`src/rtl/s2p_input_if.sv`:
```
// Handshake and data bundle between the serial source/Control and the s2p front end.
// The master side drives the serial stream and control; the slave side (s2p_input) returns the words.
interface s2p_input_if #(
   parameter int WORD_W = 16
);
   logic              s2p_clear;
   logic              in_ready;
   logic              bit_en;
   logic              frame;
   logic              in_l;
   logic              in_r;
   logic [WORD_W-1:0] data_l;
   logic [WORD_W-1:0] data_r;
   logic              s2p_done;
   logic              all_zeros;

   modport master (
      output s2p_clear, in_ready, bit_en, frame, in_l, in_r,
      input  data_l, data_r, s2p_done, all_zeros
   );

   modport slave (
      input  s2p_clear, in_ready, bit_en, frame, in_l, in_r,
      output data_l, data_r, s2p_done, all_zeros
   );
endinterface

```
`src/rtl/s2p_input.sv`:
```
// Serial-to-parallel front end: deserializes left/right channels into frame-aligned words
// and tracks long runs of all-zero word pairs for the sleep indication.
module s2p_input #(
   parameter int WORD_W   = 16,
   parameter int ZERO_RUN = 800,
   parameter int ZCNT_W   = 10
) (
   input logic        clk,
   input logic        reset_n,
   s2p_input_if.slave bus
);
   localparam int CNT_W = $clog2(WORD_W);

   localparam logic [0:0] IDLE  = 1'b0;
   localparam logic [0:0] SHIFT = 1'b1;

   logic [0:0]        state_q, state_d;
   logic [CNT_W-1:0]  bit_cnt_q, bit_cnt_d;
   logic [WORD_W-1:0] sh_l_q, sh_l_d;
   logic [WORD_W-1:0] sh_r_q, sh_r_d;
   logic [WORD_W-1:0] data_l_q, data_l_d;
   logic [WORD_W-1:0] data_r_q, data_r_d;
   logic [ZCNT_W-1:0] zero_run_q, zero_run_d;
   logic              done_q, done_d;
   logic              all_zeros_q, all_zeros_d;

   logic              accepted;
   logic [WORD_W-1:0] word_l;
   logic [WORD_W-1:0] word_r;

   assign accepted = bus.in_ready && bus.bit_en;
   assign word_l   = {sh_l_q[WORD_W-2:0], bus.in_l};
   assign word_r   = {sh_r_q[WORD_W-2:0], bus.in_r};

   // Clear beats everything; losing in_ready mid-word aborts before any bit is considered.
   always_comb begin
      state_d    = state_q;
      bit_cnt_d  = bit_cnt_q;
      sh_l_d     = sh_l_q;
      sh_r_d     = sh_r_q;
      data_l_d   = data_l_q;
      data_r_d   = data_r_q;
      zero_run_d = zero_run_q;
      done_d     = 1'b0;

      if (bus.s2p_clear) begin
         state_d    = IDLE;
         bit_cnt_d  = '0;
         sh_l_d     = '0;
         sh_r_d     = '0;
         data_l_d   = '0;
         data_r_d   = '0;
         zero_run_d = '0;
      end else if (state_q == SHIFT && !bus.in_ready) begin
         state_d   = IDLE;
         bit_cnt_d = '0;
      end else if (accepted) begin
         if (bus.frame) begin
            sh_l_d    = {{(WORD_W-1){1'b0}}, bus.in_l};
            sh_r_d    = {{(WORD_W-1){1'b0}}, bus.in_r};
            bit_cnt_d = CNT_W'(1);
            state_d   = SHIFT;
         end else if (state_q == SHIFT) begin
            sh_l_d = word_l;
            sh_r_d = word_r;
            if (bit_cnt_q == CNT_W'(WORD_W-1)) begin
               data_l_d  = word_l;
               data_r_d  = word_r;
               done_d    = 1'b1;
               state_d   = IDLE;
               bit_cnt_d = '0;
               // Saturate so a long silence never wraps back below the threshold.
               if (word_l == '0 && word_r == '0) begin
                  zero_run_d = (zero_run_q >= ZCNT_W'(ZERO_RUN)) ? ZCNT_W'(ZERO_RUN)
                                                                 : zero_run_q + ZCNT_W'(1);
               end else begin
                  zero_run_d = '0;
               end
            end else begin
               bit_cnt_d = bit_cnt_q + CNT_W'(1);
            end
         end
      end

      all_zeros_d = (zero_run_d == ZCNT_W'(ZERO_RUN));
   end

   always_ff @(posedge clk or negedge reset_n) begin
      if (!reset_n) begin
         state_q     <= IDLE;
         bit_cnt_q   <= '0;
         sh_l_q      <= '0;
         sh_r_q      <= '0;
         data_l_q    <= '0;
         data_r_q    <= '0;
         zero_run_q  <= '0;
         done_q      <= 1'b0;
         all_zeros_q <= 1'b0;
      end else begin
         state_q     <= state_d;
         bit_cnt_q   <= bit_cnt_d;
         sh_l_q      <= sh_l_d;
         sh_r_q      <= sh_r_d;
         data_l_q    <= data_l_d;
         data_r_q    <= data_r_d;
         zero_run_q  <= zero_run_d;
         done_q      <= done_d;
         all_zeros_q <= all_zeros_d;
      end
   end

   assign bus.data_l    = data_l_q;
   assign bus.data_r    = data_r_q;
   assign bus.s2p_done  = done_q;
   assign bus.all_zeros = all_zeros_q;
endmodule

```
`src/flat_wrapper.sv`:
```
// flat-port wrapper written by rule: the top's interface ports become plain ports
module s2p_input_flat 
#(
   parameter int WORD_W   = 16,
   parameter int ZERO_RUN = 800,
   parameter int ZCNT_W   = 10
)
  (clk, reset_n, bus_s2p_clear, bus_in_ready, bus_bit_en, bus_frame, bus_in_l, bus_in_r, bus_data_l, bus_data_r, bus_s2p_done, bus_all_zeros);
  s2p_input_if #(.WORD_W(WORD_W)) bus_i ();
  input logic clk;
  input logic reset_n;
  input wire logic [$bits(bus_i.s2p_clear)-1:0] bus_s2p_clear;
  input wire logic [$bits(bus_i.in_ready)-1:0] bus_in_ready;
  input wire logic [$bits(bus_i.bit_en)-1:0] bus_bit_en;
  input wire logic [$bits(bus_i.frame)-1:0] bus_frame;
  input wire logic [$bits(bus_i.in_l)-1:0] bus_in_l;
  input wire logic [$bits(bus_i.in_r)-1:0] bus_in_r;
  output wire logic [$bits(bus_i.data_l)-1:0] bus_data_l;
  output wire logic [$bits(bus_i.data_r)-1:0] bus_data_r;
  output wire logic [$bits(bus_i.s2p_done)-1:0] bus_s2p_done;
  output wire logic [$bits(bus_i.all_zeros)-1:0] bus_all_zeros;
  assign bus_i.s2p_clear = bus_s2p_clear;
  assign bus_i.in_ready = bus_in_ready;
  assign bus_i.bit_en = bus_bit_en;
  assign bus_i.frame = bus_frame;
  assign bus_i.in_l = bus_in_l;
  assign bus_i.in_r = bus_in_r;
  assign bus_data_l = bus_i.data_l;
  assign bus_data_r = bus_i.data_r;
  assign bus_s2p_done = bus_i.s2p_done;
  assign bus_all_zeros = bus_i.all_zeros;
  s2p_input #(.WORD_W(WORD_W), .ZERO_RUN(ZERO_RUN), .ZCNT_W(ZCNT_W)) u_core (.clk(clk), .reset_n(reset_n), .bus(bus_i));
endmodule
```
`config.mk`:
```
export PLATFORM = sky130hd
export DESIGN_NAME = s2p_input_flat
export DESIGN_NICKNAME = d
export VERILOG_FILES = /design/src/rtl/s2p_input_if.sv /design/src/rtl/s2p_input.sv /design/src/flat_wrapper.sv
export SDC_FILE = /design/constraint.sdc
export NUM_CORES = 1
export LEC_CHECK = 0
export ABC_AREA = 1
export BUFFER_PORTS_ARGS = -buffer_cell sky130_fd_sc_hd__buf_2
export CORE_UTILIZATION = 50
export DETAILED_ROUTE_END_ITERATION = 16
export PLACE_DENSITY = 0.73
export SYNTH_ARGS = -nofsm -noshare
export SYNTH_HDL_FRONTEND = slang
export SYNTH_SLANG_ARGS = --single-unit
export TNS_END_PERCENT = 5
```
`constraint.sdc`:
```
create_clock -name clk -period 1.4 [get_ports clk]
set_input_delay 0.14 -clock clk [delete_from_list [all_inputs] [get_ports clk]]
set_output_delay 0.14 -clock clk [all_outputs]
set_load 0.005 [all_outputs]
```
==> flow_summary.ini <==
[outcome]
status = complete, but fails checks
violations = setup timing

[die]
die_area_mm2 = 0.00764
die_h_um = 87.4
io_pins = 42
core_mm2 = 0.00691
start_util_pct = 52.8
die_w_um = 87.4
rows = 30

[global_route]
grt_pass1_vias = 3170
antenna_found_initial = 0
grt_first_pass_wirelength_um = 14900
grt_usage_pct = 25.4
grt_max_degree = 80
grt_overflow = 0

[synth]
synth_cell_types = 30
syn_area_per_cell_um2 = 8.47
syn_inst = 431
synth-seq-cells = 79
syn_area_mm2 = 0.00365
synth_top_area_cell = dfrtp_1
ys.flop_type = dfrtp_1
ys_seq_area_share_pct = 54.2
synth-edff-count = 0
yosysWarnings = 0
yosysTopAreaCellShare_pct = 54.2
synth_nets = 442
yosysMostFrequentCell = dfrtp_1
async_flop_share_pct = 100
ys_top_cells_by_area = dfrtp_1, nand3_1, nand2_1
yosys-top-cells-count = dfrtp_1, nand3_1, nand2_1

[critical_path]
cp-end-kind = register
crit_slowest_cell = dfrtp_1
cp_max_fo = 3
crit_required_ps = 1640
path_cells = ha_4, nand3_4, nor3_4, buf_4, nand3_2, inv_2, nand2_1, nand2_1, nand3_2, nand3_1, nor2_1
worstSetupPathType = register to register
crit_arrival_ps = 1880
slowest_delay_ps = 400
cpLargestDelayFamily = simple AND/OR/NAND/NOR gates
path_buf_inv = 2
critPathLaunchType = register

[cells_and_area]
nNetsFinal = 541
area_growth_pct = 31.3
layout-drive-gt1-share_pct = 31.8
fin_area_mm2 = 0.00479
fillers = 548
diodes = 0

[place]
gp_congestion = 0.851
hpwl_um = 6140
io_buffer_count = 41
dpl-instance-area_mm2 = 0.00441

[power]
irDropWorstVdd_mv = 0.603
power.density_mw_per_mm2 = 892
p_leak_uw = 0.00238

[sta]
relSlewSlack_pct = 71.8
final.setup.worst_slack_ps = -249
finalSetupViolCount = 40
hold_viol = 0
finalMaxSlewViolations = 0
tightest_slew_ps = 423
rsz0062_at_grt = true
clock_skew_ps = 9.48
whs_ps = 93.3
post-route-min-period_ps = 1650
clock.fmax_mhz = 606
period_share_pct = 118

[cts]
clkTransAtPathRegs_ps = 80
clock_sinks = 79
cts_root_buf = clkbuf_8
clk_latency_ps = 340
htree_levels = 3
cts_buffers = 9
clock_path_buffers = 2
tritoncts = yes

[detailed_routing]
drt_iter0_drc = 222
dr.pass1.iters = 4
vias = 3269
wl_per_cell_um = 14.3
routed_wl_um = 9050
avgViaCountPerCell = 5.18
drtAntennaViolNets = 0
drcViolationCount = 0

[worst_hold_path]
hp-class = input port to register

[flow_run]
maxCapViolations = 0
stage by stage:
step | total power [uW] | std cells | TNS, ps | util (%) | setup slack (ps)
after CTS | 4300 | 630 | -2220 | 67.8 | -239
after global placement | 2630 | 612 | -3580 | 63.9 | -204
after detailed placement | 2640 | 612 | -6540 | 63.9 | -286
final | 4270 | 631 | -2680 | 69.4 | -249
after global routing | 4450 | 631 | -6440 | 69.4 | -414
after floorplan | 2490 | 431 | -1100 | - | -126
cell usage in the layout, fill, tap and decap left out, types with 10 or more instances in the layout:
master    Yosys  final
inv_1        52     51
nor2_1       37     32
nand2_1      63     59
o21ai_0      37     30
buf_4         1     61
nand3_1      70     57
dfrtp_1      79     79
clkbuf_8      0     10
nand3_2       1     13
o21ai_1      18     25
buf_2         8     40
where the power goes:
group	switching, uW	internal, uW
clock	779	873
sequential	11.7	2290
combinational	217	96.4
layer usage:
layer / vias to the layer above / routed length, um / GRT usage (%)
met3: 18 / 322 / 3.98
met2: 83 / 4480 / 41.0
met1: 1557 / 4020 / 34.2
li1: 1611 / - / -
met5: - / 0 / 0
met4: 0 / 233 / 11.0
final cells by class:
cell class | instances | area [um2] | area share [%]
clock buffer | 13 | 149 | 3.11
multi-input combinational | 269 | 1480 | 30.8
timing repair buffer | 110 | 793 | 16.6
inverter | 61 | 233 | 4.86
tap | 96 | 120 | 2.51
sequential | 79 | 1980 | 41.3
clock inverter | 3 | 42.5 | 0.888
worst register-to-register path, cell delays in order, from the launching register on:
cell,delay [ps]
dfrtp_1,400
ha_4,160
nand3_4,100
nor3_4,230
buf_4,150
nand3_2,80
inv_2,80
nand2_1,50
nand2_1,70
nand3_2,80
nand3_1,100
nor2_1,40
flip-flops by register name, summed over array words and instances (netlist names):
| register | cells |
|---|---|
| u_core.bus.data_l | 16 |
| u_core.bus.data_r | 16 |
| u_core.sh_r_q | 15 |
| u_core.bus.all_zeros | 1 |
| u_core.sh_l_q | 15 |
| u_core.zero_run_q | 10 |
| u_core.bit_cnt_q | 4 |
| u_core.state_q | 1 |
| u_core.bus.s2p_done | 1 |
timing repair:
action	4_1_cts	5_1_grt
setup endpoints to repair	43	50
resized for setup	19	27
buffers inserted	1	1
pin swaps	15	6
hold buffers	1	0
hold endpoints to repair	79	0
logic make-up after synthesis:
group,share of synthesized area (%)
and+or+nand+nor,23.1
buffers and inverters,9.16
AOI/OAI and AO/OA,12.3
DFF,54.2
adders and majority gates,1.03
xor gates and xnor gates,0.240
final timing paths:
| check | to | from | depth (start not counted) | slack, ps |
|---|---|---|---|---|
| setup / recovery | u_core.bus.all_zeros$_DFF_PN0_ | u_core.bit_cnt_q[0]$_DFFE_PN0P_ | 11 | -250 |
| hold / removal | u_core.bus.data_r[0]$_DFFE_PN0P_ | bus_in_r | 3 | 90 |
| setup reg to reg | u_core.bus.all_zeros$_DFF_PN0_ | u_core.bit_cnt_q[0]$_DFFE_PN0P_ | 11 | -250 |
| hold reg to reg | u_core.bus.data_r[2]$_DFFE_PN0P_ | u_core.bus.data_r[2]$_DFFE_PN0P_ | 2 | 510 |
| max in group asynchronous | u_core.zero_run_q[1]$_DFF_PN0_ | reset_n | 3 | 680 |
| min in group asynchronous | u_core.bus.data_l[7]$_DFFE_PN0P_ | reset_n | 3 | 370 |
No activity file was read; power rests on OpenSTA's default activity.
